[src/rtl/seq_pattern_tx.sv]
// seq_pattern_tx: serial frame transmitter feeding a downstream sequence detector.
// A frame sends the low LEN bits of DATA MSB-first, then idles GAP_CYCLES cycles
// before accepting the next LOAD. HOLD freezes the shifter without losing a bit.
module seq_pattern_tx #(
  parameter int GAP_CYCLES = 1
) (
  input  logic       CLK,
  input  logic       RST,
  input  logic       LOAD,
  input  logic [7:0] DATA,
  input  logic [3:0] LEN,
  input  logic       HOLD,
  output logic       I,
  output logic       VALID,
  output logic       BUSY,
  output logic       DONE,
  output logic       Qa,
  output logic       Qb
);

  typedef enum logic [1:0] {
    IDLE    = 2'b00,
    SHIFT   = 2'b01,
    GAP     = 2'b10,
    ILLEGAL = 2'b11
  } state_t;

  // Last value of the gap counter before returning to IDLE; unused when there is no gap.
  localparam logic [2:0] GAP_LAST = (GAP_CYCLES > 0) ? 3'(GAP_CYCLES - 1) : 3'd0;
  localparam logic       HAS_GAP  = (GAP_CYCLES > 0);

  state_t     state_q, state_d;
  logic [7:0] data_q, data_d;
  logic [3:0] len_q, len_d;
  logic [2:0] count_q, count_d;
  logic [2:0] gap_q, gap_d;

  logic [3:0] eff_len;
  logic [2:0] bit_idx;
  logic       last_bit;

  // Effective length clamps out-of-range requests (0 or >8) to a full byte; the
  // bit index wraps modulo 8 so a stored length of 8 addresses DATA[7] first.
  always_comb begin
    eff_len  = ((LEN == 4'd0) || (LEN > 4'd8)) ? 4'd8 : LEN;
    bit_idx  = len_q[2:0] - 3'd1 - count_q;
    last_bit = ({1'b0, count_q} == (len_q - 4'd1));
  end

  // Next-state and Mealy outputs; everything defaults to holding state and quiet outputs.
  always_comb begin
    state_d = state_q;
    data_d  = data_q;
    len_d   = len_q;
    count_d = count_q;
    gap_d   = gap_q;
    I       = 1'b0;
    VALID   = 1'b0;
    DONE    = 1'b0;
    case (state_q)
      IDLE: begin
        if (LOAD) begin
          data_d  = DATA;
          len_d   = eff_len;
          count_d = 3'd0;
          state_d = SHIFT;
        end
      end
      SHIFT: begin
        I = data_q[bit_idx];
        if (!HOLD) begin
          VALID = 1'b1;
          if (last_bit) begin
            DONE    = 1'b1;
            count_d = 3'd0;
            gap_d   = 3'd0;
            state_d = HAS_GAP ? GAP : IDLE;
          end else begin
            count_d = count_q + 3'd1;
          end
        end
      end
      GAP: begin
        if (gap_q == GAP_LAST) begin
          gap_d   = 3'd0;
          state_d = IDLE;
        end else begin
          gap_d = gap_q + 3'd1;
        end
      end
      default: begin
        state_d = IDLE;
      end
    endcase
  end

  // State and datapath registers with synchronous reset taking priority over all inputs.
  always_ff @(posedge CLK) begin
    if (RST) begin
      state_q <= IDLE;
      data_q  <= 8'd0;
      len_q   <= 4'd0;
      count_q <= 3'd0;
      gap_q   <= 3'd0;
    end else begin
      state_q <= state_d;
      data_q  <= data_d;
      len_q   <= len_d;
      count_q <= count_d;
      gap_q   <= gap_d;
    end
  end

  // The state encoding is exported directly so the detector side can observe it.
  always_comb begin
    Qa   = state_q[1];
    Qb   = state_q[0];
    BUSY = state_q[1] | state_q[0];
  end

endmodule

[config.mk]
export PLATFORM = sky130hd
export DESIGN_NAME = seq_pattern_tx
export DESIGN_NICKNAME = d
export VERILOG_FILES = /design/src/rtl/seq_pattern_tx.sv
export SDC_FILE = /design/constraint.sdc
export NUM_CORES = 1
export LEC_CHECK = 0
export CORE_MARGIN = 1
export CORE_UTILIZATION = 54
export DETAILED_ROUTE_END_ITERATION = 12
export GPL_TIMING_DRIVEN = 1
export PLACE_DENSITY = 0.92
export SYNTH_ARGS = -nofsm -noshare
export SYNTH_HDL_FRONTEND = slang
export SYNTH_SLANG_ARGS = --single-unit
export TNS_END_PERCENT = 30
[constraint.sdc]
create_clock -name CLK -period 4.58 [get_ports CLK]
set_input_delay 0.916 -clock CLK [delete_from_list [all_inputs] [get_ports CLK]]
set_output_delay 0.916 -clock CLK [all_outputs]
set_load 0.02 [all_outputs]
# After elaboration in Yosys (flattened, before gate mapping)
# Index checks and enable logic that the tools add are counted.
dict set report word_totals {
  reg_bits 20
  input_bits 16
  output_inout_bits 6
  elab_cells 52
}
dict set report classes {
  add_sub_neg 5
  n_lt_le_gt_ge 2
  eq_ne 7
  muxes 22
  n_bitwise 1
  reduce_logical 10
}
# operator count
set ops {}
lappend ops {{$mux 3} 6}
lappend ops {{$pmux 3 s2} 2}
lappend ops {{$mux 2} 4}
lappend ops {{$ne 2x2->1 const B} 4}
lappend ops {{$mux 1} 7}
lappend ops {{$add 3x1->3 const B} 2}
lappend ops {{$pmux 2 s3} 1}
lappend ops {{$reduce_and 3->1} 2}
lappend ops {{$eq 3x4->1} 1}
lappend ops {{$gt 4x4->1 const B} 1}
lappend ops {{$logic_not 4->1} 1}
lappend ops {{$lt 3x4->1 const B} 1}
lappend ops {{$mux 4} 1}
lappend ops {{$reduce_and 4->1} 1}
lappend ops {{$reduce_bool 2->1} 2}
lappend ops {{$sub 4x1->4 const B} 1}
lappend ops {{$bmux 1 s3} 1}
lappend ops {{$logic_not 3->1} 1}
lappend ops {{$sub 3x1->3 const B} 1}
lappend ops {{$sub 3x3->3} 1}
lappend ops {{$eq 2x1->1 const B} 1}
lappend ops {{$eq 2x2->1 const B} 1}
lappend ops {{$logic_not 2->1} 1}
lappend ops {{$reduce_and 2->1} 1}
lappend ops {{other kinds (2)} 2}

# Longest topological paths before layout
dict set report depth {
  depth_word 5
  depth_mapped 6
  mapped_depth_nobuf 6
}

# Worst setup path before layout
# No wires, ideal clock.
dict set report synth_timing {
  path_type {in2out}
  startpoint {input port HOLD}
  endpoint {output port DONE}
  arrival_time_ps 2056
  required_ps 3664
  slack_ps 1608
  cell_stages 3
  n_path_buf 0
  cell_sequence {nor3b_1 nand3b_1 nor2_1}
}
dict set report synth_via {
  elab_chain_len 2
}
# element line_no
set synth_rtl {}
lappend synth_rtl {{from (decl)} 12} ;# input logic HOLD,
lappend synth_rtl {{$mux 1} 71} ;# if (!HOLD) begin
lappend synth_rtl {{$mux 1} 60} ;# case (state_q)
lappend synth_rtl {{to (decl)} 16} ;# output logic DONE,
# Every way passes these cells.

# Worst setup path in the final report
dict set report layout_timing {
  startpoint {register count_q[0]}
  endpoint {output port I}
}
dict set report layout_via {
  elab_chain_len 4
}
# element line_no
set layout_rtl {}
lappend layout_rtl {{from (decl)} 35} ;# logic [2:0] count_q, count_d;
lappend layout_rtl {{from (signal assigned)} 109} ;# count_q <= count_d;
lappend layout_rtl {{$sub 3x3->3} 46} ;# bit_idx = len_q[2:0] - 3'd1 - count_q;
lappend layout_rtl {{$bmux 1 s3} 70} ;# I = data_q[bit_idx];
lappend layout_rtl {{$mux 1 (implied by the code)} 70}
lappend layout_rtl {{$mux 1} 60}
lappend layout_rtl {{to (decl)} 13} ;# output logic I,
# Every way passes these cells. The select of a mux whose other input is x is not followed.

==> summary.txt <==
Floorplan
  • Die Y: 47.1 um
  • Die area: 0.00222 mm^2
  • Row count: 15
  • CORE AREA: 0.00182 mm^2
  • Initial Util: 60.3%
  • Die Wd: about 47 um
  • # IOs: 22

Timing
  • Final worst slack: 1.10 ns
  • Min Hold Slack: around 0.47 ns
  • Maximum clock frequency: approximately 290 MHz
  • Count of final hold-check violations: 0
  • Worst Tran Pin Value: 0.768 ns
  • Final setup fails: 0
  • RSZ-0062 raised after global routing: false
  • Period utilisation layout: 75.9%
  • Setup TNS: 0 ns
  • Relative slew slack: 48.7%
  • Max Clock Skew: 0.0216 ns
  • Min Tclk post-route: 3.48 ns
  • Max Slew Vio Count: 0

Yosys
  • Post-synth top area cell: dfxtp_1
  • Ys async rst share: 0%
  • Synth top area share: 36.5%
  • Seq/Total Area, Yosys: between 30% and 40%
  • Top cells by count, synth: nand2_1, dfxtp_1, a21oi_1
  • Seq cells post-synth: 20
  • Syn Area/Cell: 8.71 um^2
  • Main synth FF type: dfxtp_1
  • Post-synth EDFFs: 0
  • Area of the mapped netlist: roughly 0.0011 mm^2
  • Syn Nets: 148
  • Synth area leaders: dfxtp_1, nand2_1, a21oi_1
  • Count leader, synth: nand2_1
  • Post-synth cell types: 33
  • Yosys warns: 0
  • Syn Inst Count: approximately 130

Detailed routing
  • Routed Antenna Nets: 0
  • Via count: 1013
  • WL per Instance: 13.8 um
  • Initial DRT Pass Iterations: 4
  • Via/cell ratio: between 5 and 6
  • Drt total wl: 2.39 mm
  • DRC violations left: 0
  • Initial DRC count: 21

Worst setup path
  • Setup crit end kind: output pin
  • Crit path kind: reg2out
  • Worst path arrival time: 2.56 ns
  • Slowest cell on the critical path: fa_1
  • Crit-path cells: inv_1 -> ha_1 -> fa_1 -> mux4_2 -> mux2i_1 -> nor2b_1 -> clkdlybuf4s50_1
  • Max incr delay on CP: 0.53 ns
  • Crit Path Max Fanout: 3
  • CP startpoint kind: register
  • CP required: about 3.7 ns

Run
  • Reported max-cap violation count: 0

Clocking
  • Post-CTS Setup Inserts: 0
  • CTS buffer count: 3
  • CTS Sinks: 20
  • H-Tree Depth: 1
  • Max clock buf depth: 2
  • Cts hold-fix bufs: 0
  • Root Driver: clkbuf_4
  • Clock transition at path regs: 0.13 ns
  • CTS tree: done
  • Clk Latency, worst-skew pair: between 0.3 and 0.4 ns
  • Post_cts resized: 0

Global routing
  • GRT Util Overall: 27.4%
  • Met1 usage: roughly a third
  • First-pass GRT wire length: 4.15 mm
  • Remaining global-route overflow: 0
  • Initial antenna violation count: 0
  • Routing usage on met2: around 46%
  • Largest net degree at the start of global routing: 23
  • Layer with the highest usage: met2
  • Routing usage on met3: between 4 and 5%
  • Vias in the first global route: between 900 and 1000

Power and ir drop
  • Peak VDD IR: 212 uV
  • NetSw: 0.104 mW
  • Clk pwr share: a little over a third
  • Flop pwr share: 45.7%
  • Leakage power: 0.490 nW
  • Pwr/cell area: roughly 300 mW/mm^2
  • P_int: 0.309 mW
  • Switching share of power: between 20% and 30%
  • Combinational fraction of design power: 18.1%

Finish
  • Share of cells above drive strength 1: 8.11%
  • Total inserted antenna cells: 0
  • Fin nets: 171
  • Area Overhead vs Synth: 26.1%
  • Layout fillers: roughly 140

Placed design
  • Place WS: approximately 1.1 ns
  • GPL Wtd Cong: 0.781
  • Post-DP HPWL: between 1.5 and 2 mm
  • PortBufs: 21

Run status
  • Outcome: completed

Min path
  • HP Class: reg2reg
layout by cell type (no fill, tap or decap), types with 2 or more instances in the layout:
cell type	synthesis	final
nor3b_1	2	2
o31ai_1	2	2
mux4_2	2	2
xnor2_1	2	2
nor2b_1	2	2
inv_1	9	9
nand3b_1	4	4
a21oi_1	17	17
o2111ai_1	4	4
nand2b_1	4	4
o31a_1	2	2
ha_1	5	5
dfxtp_1	20	20
o21ai_0	2	2
clkdlybuf4s50_1	0	21
nand2_1	23	23
clkbuf_4	0	3
a21o_1	2	2
nor2_1	5	5
sequential cells by signal (all words and copies together), names as in the netlist:
signal	count
len_q	4
gap_q	3
count_q	3
data_q	8
state_q	2
power groups by stage:
stage,Combinational [mW],Sequential (mW),Clock (mW)
6_report,0.0748,0.189,0.149
5_1_grt,0.0824,0.190,0.157
4_1_cts,0.0747,0.189,0.147
3_5_place_dp,0.0739,0.192,0
3_3_place_gp,0.0715,0.192,0
2_1_floorplan,0.0448,0.192,0
per-stage QoR:
stage,util (%),cells,total power [mW],area (um^2)
4_1_cts,76.0,173,0.411,1380
2_1_floorplan,-,126,0.236,1100
5_1_grt,76.0,173,0.430,1380
3_5_place_dp,73.1,169,0.266,1330
6_report,76.0,173,0.413,1380
3_3_place_gp,73.1,169,0.263,1330
path summary, 6_finish.rpt:
check,end,slack (ns),startpoint,depth (start not counted)
max,I,1.10,count_q[0]$_SDFFE_PP0P_,7
min,data_q[1]$_SDFFE_PP0P_,0.47,data_q[1]$_SDFFE_PP0P_,2
max reg2reg,count_q[1]$_SDFFE_PP0P_,2.55,len_q[1]$_SDFFE_PP0P_,6
min reg2reg,data_q[1]$_SDFFE_PP0P_,0.47,data_q[1]$_SDFFE_PP0P_,2
worst max-delay path: cells and delay by family, from the launching register on:
family | cells | cell delay (ns)
muxes | 2 | 0.45
adders and majority gates | 2 | 0.72
buffers and inverters | 2 | 0.61
DFF | 1 | 0.39
and+or+nand+nor | 1 | 0.07
layer usage:
layer,vias up,wire length [um]
li1,491,-
met1,482,1020
met2,35,1210
met3,5,107
met4,0,58
met5,-,0
logic make-up (layout without fill, tap and decap cells):
family          Yosys count  count (layout)  share of synthesized area [%]
simple gates             46              46                           22.3
compound gates           34              34                           19.5
flops                    20              20                           36.5
buf+inv                  13              35                           4.45
fa+ha+maj                 6               6                           7.53
xor+xnor                  4               4                           4.68
mux                       3               3                           5.02
cell type report:
class / instances / area [um^2] / share of cell area (%)
Multi-Input combinational cell: 93 / 648 / 46.8
Sequential cell: 20 / 400 / 28.9
Timing Repair Buffer: 22 / 218 / 15.7
Inverter: 9 / 33.8 / 2.44
Tap cell: 25 / 31.3 / 2.26
Clock inverter: 1 / 30.0 / 2.17
Clock buffer: 3 / 22.5 / 1.63
No activity file was read; power rests on OpenSTA's default activity.
